--- config.mk ---
export PLATFORM = sky130hd
export DESIGN_NAME = multiply_iter
export DESIGN_NICKNAME = d
export VERILOG_FILES = /design/src/rtl/multiply_iter.sv
export SDC_FILE = /design/constraint.sdc
export NUM_CORES = 1
export LEC_CHECK = 0
export CAP_MARGIN = 20
export CORE_MARGIN = 2
export CORE_UTILIZATION = 50
export DETAILED_ROUTE_END_ITERATION = 10
export GPL_TIMING_DRIVEN = 0
export HOLD_SLACK_MARGIN = 0.1
export PLACE_DENSITY_LB_ADDON = 0.1
export SYNTH_ARGS = -nofsm -noshare
export SYNTH_HDL_FRONTEND = slang
export SYNTH_SLANG_ARGS = --single-unit
--- constraint.sdc ---
create_clock -name clk -period 3.39 [get_ports clk]
set_input_delay 0.678 -clock clk [delete_from_list [all_inputs] [get_ports clk]]
set_output_delay 0.678 -clock clk [all_outputs]
set_load 0.005 [all_outputs]
--- src/rtl/multiply_iter.sv ---
`default_nettype none
`timescale 1ns/1ps
// ============================================================================
// Module   : multiply_iter
// Brief    : Iterative signed/unsigned multiply (shift-add) and restoring
//            divide, one bit per cycle, start/busy/done handshake with flush
//            and divide-by-zero reporting. Results feed the HI/LO write path.
// Revision : 1.0  initial release
// ============================================================================
module multiply_iter #(
    parameter int WIDTH = 32
) (
    input  logic             clk,
    input  logic             reset,
    input  logic             start,
    input  logic             mult,
    input  logic             div,
    input  logic             unsign,
    input  logic             flush,
    input  logic [WIDTH-1:0] data1,
    input  logic [WIDTH-1:0] data2,
    output logic             busy,
    output logic             done,
    output logic             div_by_zero,
    output logic [WIDTH-1:0] out_data1,
    output logic [WIDTH-1:0] out_data2
);

    localparam int CNT_W = $clog2(WIDTH);
    localparam logic [CNT_W-1:0] C_CNT_INIT = CNT_W'(WIDTH - 1);

    typedef enum logic [1:0] {
        S_IDLE = 2'd0,
        S_CALC = 2'd1,
        S_FIN  = 2'd2
    } state_t;

    state_t             state_q, state_d;
    logic [CNT_W-1:0]   count_q, count_d;
    logic               is_mult_q, is_mult_d;
    logic               neg_res_q, neg_res_d;   // product / quotient negate
    logic               neg_rem_q, neg_rem_d;   // remainder follows dividend
    logic               dz_q, dz_d;             // divide with zero divisor
    logic [WIDTH-1:0]   d1_raw_q, d1_raw_d;     // dividend as presented
    logic [WIDTH-1:0]   mcand_q, mcand_d;       // multiplicand or divisor magnitude
    logic [2*WIDTH-1:0] acc_q, acc_d;           // mult accumulator; low half = quotient in div
    logic [WIDTH:0]     rem_q, rem_d;           // shifted partial remainder
    logic               done_q, done_d;
    logic               dbz_q, dbz_d;
    logic [WIDTH-1:0]   out1_q, out1_d;
    logic [WIDTH-1:0]   out2_q, out2_d;

    logic [WIDTH-1:0]   w_mag1, w_mag2;
    logic [WIDTH:0]     w_mult_sum;
    logic               w_ge;
    logic [WIDTH:0]     w_sub;
    logic [WIDTH:0]     w_base;
    logic [2*WIDTH-1:0] w_prod;
    logic [WIDTH-1:0]   w_quo, w_rem;

    // Operand magnitudes and per-iteration datapath
    always_comb begin
        w_mag1     = (!unsign && data1[WIDTH-1]) ? -data1 : data1;
        w_mag2     = (!unsign && data2[WIDTH-1]) ? -data2 : data2;
        w_mult_sum = {1'b0, acc_q[2*WIDTH-1:WIDTH]} + (acc_q[0] ? {1'b0, mcand_q} : '0);
        w_ge       = (rem_q >= {1'b0, mcand_q});
        w_sub      = rem_q - {1'b0, mcand_q};
        w_base     = w_ge ? w_sub : rem_q;
        w_prod     = neg_res_q ? -acc_q : acc_q;
        w_quo      = neg_res_q ? -acc_q[WIDTH-1:0] : acc_q[WIDTH-1:0];
        w_rem      = neg_rem_q ? -rem_q[WIDTH-1:0] : rem_q[WIDTH-1:0];
    end

    // Next-state, iteration and result-write logic
    always_comb begin
        state_d   = state_q;
        count_d   = count_q;
        is_mult_d = is_mult_q;
        neg_res_d = neg_res_q;
        neg_rem_d = neg_rem_q;
        dz_d      = dz_q;
        d1_raw_d  = d1_raw_q;
        mcand_d   = mcand_q;
        acc_d     = acc_q;
        rem_d     = rem_q;
        out1_d    = out1_q;
        out2_d    = out2_q;
        done_d    = 1'b0;
        dbz_d     = 1'b0;

        case (state_q)
            S_IDLE: begin
                if (start && (mult || div) && !flush) begin
                    state_d   = S_CALC;
                    count_d   = C_CNT_INIT;
                    is_mult_d = mult;
                    neg_res_d = !unsign && (data1[WIDTH-1] ^ data2[WIDTH-1]);
                    neg_rem_d = !unsign && data1[WIDTH-1];
                    dz_d      = !mult && (data2 == '0);
                    d1_raw_d  = data1;
                    if (mult) begin
                        mcand_d = w_mag1;
                        acc_d   = {{WIDTH{1'b0}}, w_mag2};
                        rem_d   = '0;
                    end else begin
                        // First dividend bit enters the remainder now; the rest
                        // shift out of the accumulator low half MSB first.
                        mcand_d = w_mag2;
                        acc_d   = {{WIDTH{1'b0}}, w_mag1[WIDTH-2:0], 1'b0};
                        rem_d   = {{WIDTH{1'b0}}, w_mag1[WIDTH-1]};
                    end
                end
            end
            S_CALC: begin
                if (is_mult_q) begin
                    acc_d = {w_mult_sum, acc_q[WIDTH-1:1]};
                end else begin
                    acc_d = {acc_q[2*WIDTH-1:WIDTH], acc_q[WIDTH-2:0], w_ge};
                    // Keep the final remainder unshifted on the last step
                    rem_d = (count_q == '0) ? w_base : {w_base[WIDTH-1:0], acc_q[WIDTH-1]};
                end
                count_d = count_q - 1'b1;
                if (count_q == '0) begin
                    state_d = S_FIN;
                end
            end
            S_FIN: begin
                state_d = S_IDLE;
                done_d  = 1'b1;
                if (is_mult_q) begin
                    out1_d = w_prod[WIDTH-1:0];
                    out2_d = w_prod[2*WIDTH-1:WIDTH];
                end else if (dz_q) begin
                    out1_d = '1;
                    out2_d = d1_raw_q;
                    dbz_d  = 1'b1;
                end else begin
                    out1_d = w_quo;
                    out2_d = w_rem;
                end
            end
            default: begin
                state_d = S_IDLE;
            end
        endcase

        // Abort wins over everything except reset; results are left untouched
        if (flush) begin
            state_d = S_IDLE;
            done_d  = 1'b0;
            dbz_d   = 1'b0;
            out1_d  = out1_q;
            out2_d  = out2_q;
        end
    end

    // State and datapath registers
    always_ff @(posedge clk) begin
        if (reset) begin
            state_q   <= S_IDLE;
            count_q   <= '0;
            is_mult_q <= 1'b0;
            neg_res_q <= 1'b0;
            neg_rem_q <= 1'b0;
            dz_q      <= 1'b0;
            d1_raw_q  <= '0;
            mcand_q   <= '0;
            acc_q     <= '0;
            rem_q     <= '0;
            done_q    <= 1'b0;
            dbz_q     <= 1'b0;
            out1_q    <= '0;
            out2_q    <= '0;
        end else begin
            state_q   <= state_d;
            count_q   <= count_d;
            is_mult_q <= is_mult_d;
            neg_res_q <= neg_res_d;
            neg_rem_q <= neg_rem_d;
            dz_q      <= dz_d;
            d1_raw_q  <= d1_raw_d;
            mcand_q   <= mcand_d;
            acc_q     <= acc_d;
            rem_q     <= rem_d;
            done_q    <= done_d;
            dbz_q     <= dbz_d;
            out1_q    <= out1_d;
            out2_q    <= out2_d;
        end
    end

    assign busy        = (state_q != S_IDLE);
    assign done        = done_q;
    assign div_by_zero = dbz_q;
    assign out_data1   = out1_q;
    assign out_data2   = out2_q;

endmodule
`default_nettype wire
==> impl_metrics.py <==
metrics = {
    "global_route": {
        "grt_util_all_layers_pct": 38.1,
        "first_global_vias": 17500,
        "overflow": 0,
        "grt_antenna_before_repair": 2,
        "grt_pass1_wl_mm": 104,
        "grt_max_degree": 15,
    },
    "routing": {
        "drt.antenna.violating_nets": 0,
        "route.detailed.drc": 0,
        "drt_first_pass_iters": 6,
        "wirelength_mm": 71.1,
        "via_count": 19000,
        "wire_per_inst_um": 24.0,
        "drt_iter0_markers": 1888,
        "vias_per_cell": 6.40,
    },
    "yosys": {
        "async_reset_ff_share_pct": 0,
        "ys.warnings.count": 0,
        "syn-num-nets": 2455,
        "synth_ff_type": "dfxtp_1",
        "synthCells": 2312,
        "yosysUniqueCellTypes": 72,
        "synth_area_leaders": "dfxtp_1 (28%), a21oi_1 (9.2%), xor2_1 (6.3%)",
        "synthesis.area_um2": 17100,
        "synth_commonest_cells": "a21oi_1 (316), nand2_1 (262), dfxtp_1 (238), nor2_1 (222), clkbuf_1 (139)",
        "syn_area_per_cell_um2": 7.42,
        "synth_edf_count": 0,
        "yosys.area.top_type_share_pct": 27.8,
        "synth_largest_area_cell": "dfxtp_1",
        "yosys_register_bits": 238,
        "seq_area_frac_synth_pct": 27.8,
        "synth.most_common_cell": "a21oi_1",
    },
    "floorplan": {
        "ios": 138,
        "die_y_um": 189,
        "dieArea_um2": 35800,
        "core_area_um2": 33600,
        "die_x_um": 189,
        "rows": 67,
        "start_util_pct": 51.0,
    },
    "pwr": {
        "peakVddDrop_mv": 0.389,
        "power_density_nw_per_um2": 421,
        "p_leak_nw": 8.06,
    },
    "worst_setup_path": {
        "r2r_start": "acc_q[0]",
        "cp.arrival_ns": 3.83,
        "cp-startpoint": "acc_q[0]",
        "startpoint_type": "flop",
        "reg2reg_slack_ns": 0.03,
        "cp-end-kind": "flop",
        "r2r_end": "acc_q[60]",
        "crit_fanout": 10,
        "worst-setup-path-type": "flop to flop",
        "crit_required_ns": 3.85,
        "reg2reg_depth": 14,
    },
    "finish": {
        "drive_gt1_share_pct": 8.58,
        "utilization_pct": 62.2,
        "num_antenna_cells": 0,
        "nets": 2642,
        "area_growth_pct": 21.9,
        "instances_no_fill": 2966,
    },
    "sta": {
        "fmax_mhz": 297,
        "clock-skew-final_ns": 0.0148,
        "relSlewSlack_pct": 24.4,
        "finalMaxSlewViolations": 0,
        "period_needed_ns": 3.36,
        "setup_viol": 0,
        "worst_pin_slew_ns": 1.12,
        "finalHoldViolations": 0,
        "period_share_pct": 99.2,
        "rsz0062_at_grt": "yes",
    },
    "job": {
        "cap_viol_max_count": 0,
    },
    "cts": {
        "root_buffer": "clkbuf_16",
        "clk_pin_slew_ns": 0.07,
        "ctsHoldBuffers": 0,
        "cts_max_path_buffers": 3,
        "cts.sinks": 238,
        "numCtsBuffers": 27,
        "clk_latency_ns": 0.57,
        "cts_max_level": 1,
        "cts_tree": "yes",
    },
    "placed_design": {
        "hpwlAfterDp_mm": 56.0,
        "place.gp.congestion": 1.03,
        "dp_cells": 2898,
        "portBuffers": 136,
    },
    "hold_path": {
        "hold_start": "mcand_q[5]",
        "hp-class": "flop to flop",
        "min_path_cells": 2,
        "holdPathEnd": "mcand_q[5]",
    },
    "status": {
        "status": "finished, final reports clean",
    },
}
==> layout by cell type, fill, tap and decap left out, drive strengths merged, types with 18 or more instances in the layout <==
cell and count:
nand2b 21, buf 48, nor3 63, or4 19, nor2 222, clkbuf 166
o31ai 48, inv 73, o21ai 132, mux2i 43, ha 70, nand2 262
a221oi 33, or3 18, xnor2 84, a211oi 40, clkdlybuf4s50 130, xor2 123
o41ai 18, a21o 45, a21oi 316, dfxtp 238, o211ai 25, nand3 40
==> what timing repair did <==
action	4_1_cts	5_1_grt
setup buffers	8	19
setup endpoints to repair	80	71
gates resized for setup	65	118
pin swaps	13	36
==> report_power, final <==
group          internal, mW  switching, mW
Combinational         0.936           1.64
Sequential             2.89          0.111
Clock                  1.94           1.29
Total                  5.76           3.04
==> cells by family after synthesis <==
family | count (synthesis) | share of synthesized area [%]
buffers and inverters | 229 | 5.07
muxes | 49 | 2.90
DFF | 238 | 27.8
adders and majority gates | 72 | 5.34
and+or+nand+nor | 735 | 19.6
AOI/OAI and AO/OA | 782 | 28.7
xor gates and xnor gates | 207 | 10.6
==> metrics by stage <==
stage / worst slack, ns / area (um^2) / setup TNS [ns] / hold slack [ns] / power [mW]
after global placement: -1.01 / 19100 / -66.08 / 0.443 / 5.21
after floorplan: 0.109 / 17100 / 0 / 0.432 / 4.46
after CTS: 0.00842 / 20400 / 0 / 0.453 / 8.51
final: 0.0284 / 20900 / 0 / 0.454 / 8.80
after global routing: -0.0629 / 20900 / -0.217 / 0.471 / 9.07
after detailed placement: -1.07 / 19100 / -67.99 / 0.445 / 5.23
==> per-layer routing <==
| layer | wire length, um | GRT usage, % | vias to the layer above | share of wire, % |
|---|---|---|---|---|
| li1 | - | - | 8735 | - |
| met1 | 29400 | 50.6 | 9046 | 41 |
| met2 | 30800 | 59.0 | 1007 | 43 |
| met3 | 7480 | 9.01 | 192 | 11 |
| met4 | 3460 | 16.0 | 4 | 4.9 |
| met5 | 27 | 0 | - | 0.038 |
==> sequential cells by signal, summed over array words and instances, names as in the netlist, named ones only <==
name / count
dz_q: 1
count_q: 5
acc_q: 64
mcand_q: 32
rem_q: 32
div_by_zero: 1
out_data1: 32
neg_rem_q: 1
neg_res_q: 1
is_mult_q: 1
out_data2: 32
d1_raw_q: 32
done: 1
state_q: 2
==> critical path, stage by stage, from the launching register on <==
cell	delay, ns
dfxtp_4	0.39
inv_2	0.13
clkbuf_4	0.22
nor2_1	0.08
ha_2	0.39
and4_1	0.26
nand3_1	0.15
a211oi_4	0.36
nor3b_2	0.12
nor3_2	0.24
nor2_1	0.11
o311ai_1	0.33
a21oi_1	0.13
xnor2_1	0.13
a22o_1	0.19
==> how the worst max path moves through the flow <==
stage / slack (ns) / end
6_report: 0.03 / acc_q[60]
5_1_grt: -0.06 / acc_q[60]
4_1_cts: 0.008 / out_data2[27]
3_5_place_dp: -1.07 / acc_q[27]
3_3_place_gp: -1.01 / acc_q[27]
2_1_floorplan: 0.11 / acc_q[27]
==> cell type report <==
| class | count | area, um^2 |
|---|---|---|
| buffer | 150 | 629 |
| clock buffer | 35 | 746 |
| clock inverter | 13 | 218 |
| fill | 3113 | 12700 |
| inverter | 72 | 273 |
| multi-input combinational | 1845 | 12100 |
| sequential | 238 | 4780 |
| tap | 448 | 561 |
| timing repair buffer | 165 | 1590 |
Note: power is estimated with default switching activity, not from simulation.
